## src/rtl/trigger_capture.sv

```systemverilog
// Trigger and capture controller: level/slope trigger with hysteresis, pre-trigger
// history in a circular buffer, frame held with frame_ready until acknowledged.
module trigger_capture #(
  parameter int DEPTH        = 1024,
  parameter int AW           = 10,
  parameter int PRETRIG      = 256,
  parameter int HYST         = 4,
  parameter int AUTO_SAMPLES = 2048
) (
  input  logic          osc_clk,
  input  logic          reset,
  input  logic          sample_valid,
  input  logic [7:0]    sample_data,
  input  logic [7:0]    trig_level,
  input  logic          trig_slope,
  input  logic          trig_auto,
  input  logic          arm,
  input  logic          disarm,
  input  logic          frame_ack,
  output logic          buf_we,
  output logic [AW-1:0] buf_addr,
  output logic [7:0]    buf_data,
  output logic [AW-1:0] start_addr,
  output logic [AW-1:0] trig_addr,
  output logic          trig_forced,
  output logic          frame_ready,
  output logic          busy
);

  localparam int POST_LEN = DEPTH - PRETRIG - 1;
  localparam int ACW      = $clog2(AUTO_SAMPLES + 1);

  localparam logic [AW-1:0]  ONE       = AW'(1);
  localparam logic [AW-1:0]  PRE_LAST  = AW'(PRETRIG - 1);
  localparam logic [AW-1:0]  PRE_OFS   = AW'(PRETRIG);
  localparam logic [AW-1:0]  POST_LAST = AW'((POST_LEN > 0) ? (POST_LEN - 1) : 0);
  localparam logic [ACW-1:0] AUTO_LAST = ACW'(AUTO_SAMPLES - 1);
  localparam logic [ACW-1:0] AUTO_SAT  = ACW'(AUTO_SAMPLES);
  localparam logic [ACW-1:0] AUTO_ONE  = ACW'(1);
  localparam logic [8:0]     HYST9     = 9'(HYST);

  typedef enum logic [2:0] {
    ST_IDLE      = 3'd0,
    ST_PREFILL   = 3'd1,
    ST_WAIT_TRIG = 3'd2,
    ST_POST      = 3'd3,
    ST_READY     = 3'd4
  } state_t;

  state_t         state_q, state_d;
  logic [AW-1:0]  wptr_q, wptr_d;
  logic [AW-1:0]  pre_cnt_q, pre_cnt_d;
  logic [AW-1:0]  post_cnt_q, post_cnt_d;
  logic [ACW-1:0] auto_cnt_q, auto_cnt_d;
  logic           hyst_q, hyst_d;
  logic           buf_we_q, buf_we_d;
  logic [AW-1:0]  buf_addr_q, buf_addr_d;
  logic [7:0]     buf_data_q, buf_data_d;
  logic [AW-1:0]  start_addr_q, start_addr_d;
  logic [AW-1:0]  trig_addr_q, trig_addr_d;
  logic           trig_forced_q, trig_forced_d;
  logic           frame_ready_q, frame_ready_d;
  logic           busy_q, busy_d;

  logic [8:0] level9_s;
  logic [8:0] sample9_s;
  logic [8:0] lo_thr_s;
  logic [8:0] hi_sum_s;
  logic [8:0] hi_thr_s;
  logic       flag_set_s;
  logic       level_hit_s;
  logic       real_fire_s;
  logic       auto_fire_s;

  // Trigger thresholds (saturating) and per-sample trigger decisions.
  always_comb begin
    level9_s  = {1'b0, trig_level};
    sample9_s = {1'b0, sample_data};
    if (level9_s >= HYST9) begin
      lo_thr_s = level9_s - HYST9;
    end else begin
      lo_thr_s = 9'd0;
    end
    hi_sum_s = level9_s + HYST9;
    if (hi_sum_s > 9'd255) begin
      hi_thr_s = 9'd255;
    end else begin
      hi_thr_s = hi_sum_s;
    end
    if (trig_slope) begin
      flag_set_s  = (sample9_s < lo_thr_s);
      level_hit_s = (sample_data >= trig_level);
    end else begin
      flag_set_s  = (sample9_s > hi_thr_s);
      level_hit_s = (sample_data <= trig_level);
    end
    // Fire uses the flag as it stood before this sample, so a setting sample never fires.
    real_fire_s = hyst_q & level_hit_s;
    if (trig_auto && (auto_cnt_q == AUTO_LAST)) begin
      auto_fire_s = 1'b1;
    end else begin
      auto_fire_s = 1'b0;
    end
  end

  // Next-state, buffer write and frame descriptor logic.
  always_comb begin
    state_d       = state_q;
    wptr_d        = wptr_q;
    pre_cnt_d     = pre_cnt_q;
    post_cnt_d    = post_cnt_q;
    auto_cnt_d    = auto_cnt_q;
    hyst_d        = hyst_q;
    buf_we_d      = 1'b0;
    buf_addr_d    = buf_addr_q;
    buf_data_d    = buf_data_q;
    start_addr_d  = start_addr_q;
    trig_addr_d   = trig_addr_q;
    trig_forced_d = trig_forced_q;
    frame_ready_d = 1'b0;

    case (state_q)
      ST_IDLE: begin
        if (arm) begin
          state_d    = ST_PREFILL;
          wptr_d     = '0;
          pre_cnt_d  = '0;
          auto_cnt_d = '0;
          hyst_d     = 1'b0;
        end else begin
          state_d = ST_IDLE;
        end
      end

      ST_PREFILL: begin
        if (disarm) begin
          state_d = ST_IDLE;
        end else if (sample_valid) begin
          buf_we_d   = 1'b1;
          buf_addr_d = wptr_q;
          buf_data_d = sample_data;
          wptr_d     = wptr_q + ONE;
          pre_cnt_d  = pre_cnt_q + ONE;
          if (pre_cnt_q == PRE_LAST) begin
            state_d = ST_WAIT_TRIG;
          end else begin
            state_d = ST_PREFILL;
          end
        end else begin
          state_d = ST_PREFILL;
        end
      end

      ST_WAIT_TRIG: begin
        if (disarm) begin
          state_d = ST_IDLE;
        end else if (sample_valid) begin
          buf_we_d   = 1'b1;
          buf_addr_d = wptr_q;
          buf_data_d = sample_data;
          wptr_d     = wptr_q + ONE;
          // Saturate so only the exact AUTO_SAMPLES-th sample can force a trigger.
          if (auto_cnt_q != AUTO_SAT) begin
            auto_cnt_d = auto_cnt_q + AUTO_ONE;
          end else begin
            auto_cnt_d = auto_cnt_q;
          end
          if (real_fire_s || auto_fire_s) begin
            trig_addr_d   = wptr_q;
            start_addr_d  = wptr_q - PRE_OFS;
            trig_forced_d = ~real_fire_s;
            post_cnt_d    = '0;
            if (POST_LEN > 0) begin
              state_d = ST_POST;
            end else begin
              state_d = ST_READY;
            end
          end else if (flag_set_s) begin
            hyst_d = 1'b1;
          end else begin
            hyst_d = hyst_q;
          end
        end else begin
          state_d = ST_WAIT_TRIG;
        end
      end

      ST_POST: begin
        if (sample_valid) begin
          buf_we_d   = 1'b1;
          buf_addr_d = wptr_q;
          buf_data_d = sample_data;
          wptr_d     = wptr_q + ONE;
          post_cnt_d = post_cnt_q + ONE;
          if (post_cnt_q == POST_LAST) begin
            state_d = ST_READY;
          end else begin
            state_d = ST_POST;
          end
        end else begin
          state_d = ST_POST;
        end
      end

      ST_READY: begin
        if (frame_ack) begin
          state_d       = ST_IDLE;
          frame_ready_d = 1'b0;
        end else begin
          state_d       = ST_READY;
          frame_ready_d = 1'b1;
        end
      end

      default: begin
        state_d = ST_IDLE;
      end
    endcase

    busy_d = (state_d == ST_PREFILL) || (state_d == ST_WAIT_TRIG) || (state_d == ST_POST);
  end

  // State and output registers with asynchronous reset.
  always_ff @(posedge osc_clk or posedge reset) begin
    if (reset) begin
      state_q       <= ST_IDLE;
      wptr_q        <= '0;
      pre_cnt_q     <= '0;
      post_cnt_q    <= '0;
      auto_cnt_q    <= '0;
      hyst_q        <= 1'b0;
      buf_we_q      <= 1'b0;
      buf_addr_q    <= '0;
      buf_data_q    <= 8'd0;
      start_addr_q  <= '0;
      trig_addr_q   <= '0;
      trig_forced_q <= 1'b0;
      frame_ready_q <= 1'b0;
      busy_q        <= 1'b0;
    end else begin
      state_q       <= state_d;
      wptr_q        <= wptr_d;
      pre_cnt_q     <= pre_cnt_d;
      post_cnt_q    <= post_cnt_d;
      auto_cnt_q    <= auto_cnt_d;
      hyst_q        <= hyst_d;
      buf_we_q      <= buf_we_d;
      buf_addr_q    <= buf_addr_d;
      buf_data_q    <= buf_data_d;
      start_addr_q  <= start_addr_d;
      trig_addr_q   <= trig_addr_d;
      trig_forced_q <= trig_forced_d;
      frame_ready_q <= frame_ready_d;
      busy_q        <= busy_d;
    end
  end

  assign buf_we      = buf_we_q;
  assign buf_addr    = buf_addr_q;
  assign buf_data    = buf_data_q;
  assign start_addr  = start_addr_q;
  assign trig_addr   = trig_addr_q;
  assign trig_forced = trig_forced_q;
  assign frame_ready = frame_ready_q;
  assign busy        = busy_q;

endmodule

```

## config.mk

```make
export PLATFORM = sky130hd
export DESIGN_NAME = trigger_capture
export DESIGN_NICKNAME = d
export VERILOG_FILES = /design/src/rtl/trigger_capture.sv
export SDC_FILE = /design/constraint.sdc
export NUM_CORES = 1
export LEC_CHECK = 0
export BUFFER_PORTS_ARGS = -buffer_cell sky130_fd_sc_hd__buf_2
export CAP_MARGIN = 20
export CORE_MARGIN = 1
export CORE_UTILIZATION = 30
export DETAILED_ROUTE_END_ITERATION = 8
export PLACE_DENSITY = 0.47
export SLEW_MARGIN = 20
export SYNTH_ARGS = -nofsm -noshare
export SYNTH_HDL_FRONTEND = slang
export SYNTH_SLANG_ARGS = --single-unit
```

## constraint.sdc

```tcl
create_clock -name osc_clk -period 2.8 [get_ports osc_clk]
set_input_delay 0.56 -clock osc_clk [delete_from_list [all_inputs] [get_ports osc_clk]]
set_output_delay 0.56 -clock osc_clk [all_outputs]
set_load 0.02 [all_outputs]
```

==> flow_metrics.py <==
metrics = {
    "grt": {
        "overflow": 0,
        "grtUsageTotal_pct": 14.6,
        "grt_max_degree": 37,
        "grt_pass1_vias": 3820,
        "antenna_found_initial": 0,
        "grt_pass1_wl_um": 18700,
    },
    "critical_path": {
        "crit_chain": "buf_2 > inv_1 > ha_1 > nor4b_2 > a31o_2 > nor2_1 > ha_1 > nor2b_1 > o21a_1 > o21ai_0 > a21oi_1 > a2111oi_2 > o31ai_1",
        "crit_fanout": 3,
        "crit_path_frequent_cell": "ha_1",
        "worstRegToRegCells": 8,
        "cp-start-kind": "input port",
        "path_buf_inv": 2,
        "arrival_ns": 2.79,
        "crit_path_end_kind": "register",
        "max_stage_delay_ns": 0.34,
        "cpMaxStageDelayCell": "a2111oi_2",
        "crit-reg2reg-launch": "auto_cnt_q[0]",
        "cp_top_family": "compound AO/OA/AOI/OAI gates",
        "regToRegEndpoint": "start_addr[9]",
        "r2r_setup_slack_ns": 0.38,
        "worstPathRequired_ns": 3.02,
        "worstSetupPathType": "in2reg",
    },
    "synth": {
        "synth-main-ff-cell": "dfrtp_1",
        "synth_compound_area_share_pct": 11.0,
        "syn-num-nets": 539,
        "synth-edff-count": 0,
        "yosys.area.top_type": "dfrtp_1",
        "avgSynthCellArea_um2": 9.81,
        "synth_cell_types": 53,
        "synth_top_family_by_area": "simple AND/OR/NAND/NOR gates",
        "synth_area_leaders": "dfrtp_1, ha_1, mux2_2",
        "seq_area_frac_synth_pct": 42.4,
        "synth_fa_ha_area_share_pct": 8.95,
        "synth-warning-count": 0,
        "syn_inst": 482,
        "synth_simple_gate_area_share_pct": 20.0,
        "synth.area.mux_share_pct": 8.10,
        "ys_seq_elements": 80,
        "synth_xor_xnor_area_share_pct": 4.63,
        "async_reset_ff_share_pct": 100,
        "yosysTopAreaCellShare_pct": 42.4,
        "synth_area_um2": 4730,
    },
    "power": {
        "seq_power_share_pct": 42.0,
        "switching_share_pct": 27.7,
        "vdd_drop_max_uv": 280,
        "pwr-share-comb_pct": 17.3,
        "clock_power_share_pct": 40.7,
        "p_per_area_nw_per_um2": 539,
        "total_power_mw": 3.10,
        "power_leakage_nw": 2.74,
        "p_int_mw": 2.24,
        "p_switching_mw": 0.858,
    },
    "timing": {
        "timing.fmax_ghz": 0.388,
        "period_needed_ns": 2.57,
        "finClkSkew_ns": 0.0119,
        "finalHoldViolations": 0,
        "tightest_slew_ns": 0.571,
        "drv_slew": 0,
        "rsz0062_at_grt": "false",
        "setup_viol": 0,
        "min_period_over_period_pct": 92.0,
        "finalSetupTns_ns": 0,
        "slew_headroom_pct": 61.6,
    },
    "die": {
        "core_area_um2": 15300,
        "die_w_um": 128,
        "initial_core_util_pct": 30.9,
        "boundaryPins": 66,
        "die_y_um": 128,
        "rows": 45,
        "dieArea_um2": 16300,
    },
    "clock_network": {
        "clkSinkCount": 80,
        "tritoncts": "yes",
        "clock_latency_ns": 0.35,
        "root_buffer": "clkbuf_16",
        "h-tree-depth": 3,
        "cts_buffers": 9,
        "path_clk_slew_ns": 0.06,
        "clockBufferDepth": 2,
        "cts-hold-fix-buffers": 0,
    },
    "outcome": {
        "status": "finished, final reports clean",
    },
    "layout": {
        "finalNonFillerCells": 779,
        "seqCellArea_um2": 2000,
        "n_fill_cell": 1579,
        "fin_nets": 621,
        "drive_above_1_share_pct": 28.5,
        "area_growth_pct": 21.7,
        "n_antenna_cell": 0,
        "multi_input_area_um2": 2510,
    },
    "drt": {
        "drtAntennaViolNets": 0,
        "vias": 3786,
        "drcViolationCount": 0,
        "drt_iter0_markers": 120,
        "via_per_inst": 4.86,
        "wire_per_inst_um": 14.1,
        "detail_route.wirelength_um": 11000,
        "first_pass_iters": 4,
    },
    "run": {
        "maxCapViolCount": 0,
    },
    "place": {
        "hpwl_um": 8100,
        "globalplace.congestion": 0.855,
        "port_buffers": 65,
        "place_inst": 764,
    },
    "min_path": {
        "min_path_type": "in2async",
    },
}
## state kept, by name (all words and copies together) (netlist names)
register / flops
buf_we: 1
pre_cnt_q: 10
hyst_q: 1
start_addr: 10
buf_addr: 10
trig_addr: 2
trig_forced: 1
post_cnt_q: 10
state_q: 3
frame_ready: 1
wptr_q: 10
busy: 1
buf_data: 8
auto_cnt_q: 12
## per-stage QoR
stage	hold WS, ns	setup WS, ns	utilization, %	area (um^2)
floorplan	0.465	0.0684	-	4730
global placement	0.484	-0.157	35.4	5430
detailed placement	0.495	-0.296	35.4	5430
CTS	0.266	0.0574	37.5	5740
global route	0.281	0.0535	37.5	5750
finish	0.246	0.225	37.5	5750
## logic make-up (layout without fill, tap and decap cells)
| group | count (synthesis) | after routing |
|---|---|---|
| muxes | 32 | 32 |
| xor gates and xnor gates | 25 | 25 |
| adders and majority gates | 34 | 34 |
| and+or+nand+nor | 184 | 184 |
| buffers and inverters | 47 | 133 |
| AOI/OAI and AO/OA | 80 | 80 |
| DFF | 80 | 80 |
## cells in the final DEF (no fill, tap or decap), types with 17 or more instances in the layout
cell,netlist,final
a21oi_1,17,17
dfrtp_1,80,80
nand2_1,38,38
mux2_2,22,22
buf_2,4,65
buf_4,8,27
nand3_1,24,24
nor2_1,45,45
xnor2_1,18,18
inv_1,24,23
o21ai_0,24,24
ha_1,33,33
## power groups by stage
| stage | Sequential (mW) | Combinational (mW) | Clock (mW) |
|---|---|---|---|
| 2_1_floorplan | 1.39 | 0.262 | 0 |
| 3_3_place_gp | 1.31 | 0.531 | 0 |
| 3_5_place_dp | 1.32 | 0.541 | 0 |
| 4_1_cts | 1.30 | 0.542 | 1.30 |
| 5_1_grt | 1.31 | 0.597 | 1.34 |
| 6_report | 1.30 | 0.536 | 1.26 |
## Yosys cell counts, drive strengths merged (4+ instances only)
master	instances
ha	33
or3	5
and3	5
inv	24
a31o	9
nand3	25
nand4	12
nand2b	5
clkbuf	9
nor3b	7
and2	4
dfrtp	80
nor3	11
o21ai	25
o31ai	5
a21oi	17
xor2	7
nor2	45
or2	6
nor4	9
a21o	7
nand2	38
mux2	29
buf	14
xnor2	18
## how the worst max path moves through the flow
| stage | from | to | depth (start not counted) |
|---|---|---|---|
| after detailed placement | trig_level[3] | hyst_q | 13 |
| after CTS | trig_level[3] | hyst_q | 13 |
| final | trig_level[2] | hyst_q | 13 |
| after global placement | trig_level[2] | hyst_q | 13 |
| after global routing | trig_level[2] | hyst_q | 13 |
| after floorplan | trig_level[2] | hyst_q | 12 |
## worst register-to-register path: stages, from the launching register on
cell and delay (ns):
dfrtp_1 0.41, ha_1 0.22, nand2_1 0.06, or2_2 0.34, or4_4 0.43, and3_1 0.16
a21o_1 0.20, buf_12 0.18, mux2_4 0.31
## repair_timing
| action | CTS | global route |
|---|---|---|
| setup buffers | 0 | 0 |
| gates resized for setup | 0 | 3 |
| endpoints found under the setup margin | 0 | 1 |
## routing by layer
layer  vias to the layer above  part of all wire [%]  track usage (%)
li1                       1878                     -                -
met1                      1825                    48             18.4
met2                        67                    46             24.4
met3                        16                   3.7             3.98
met4                         0                   1.6             4.27
met5                         -                     0                0
## layout make-up
class | count | area share, %
clock inverters | 5 | 1.44
clock buffers | 10 | 3.98
well taps | 211 | 4.59
flip-flops and latches | 80 | 34.8
repair buffers | 94 | 9.88
inverters | 24 | 1.59
multi-input cells | 355 | 43.7
Note: power is estimated with default switching activity, not from simulation.
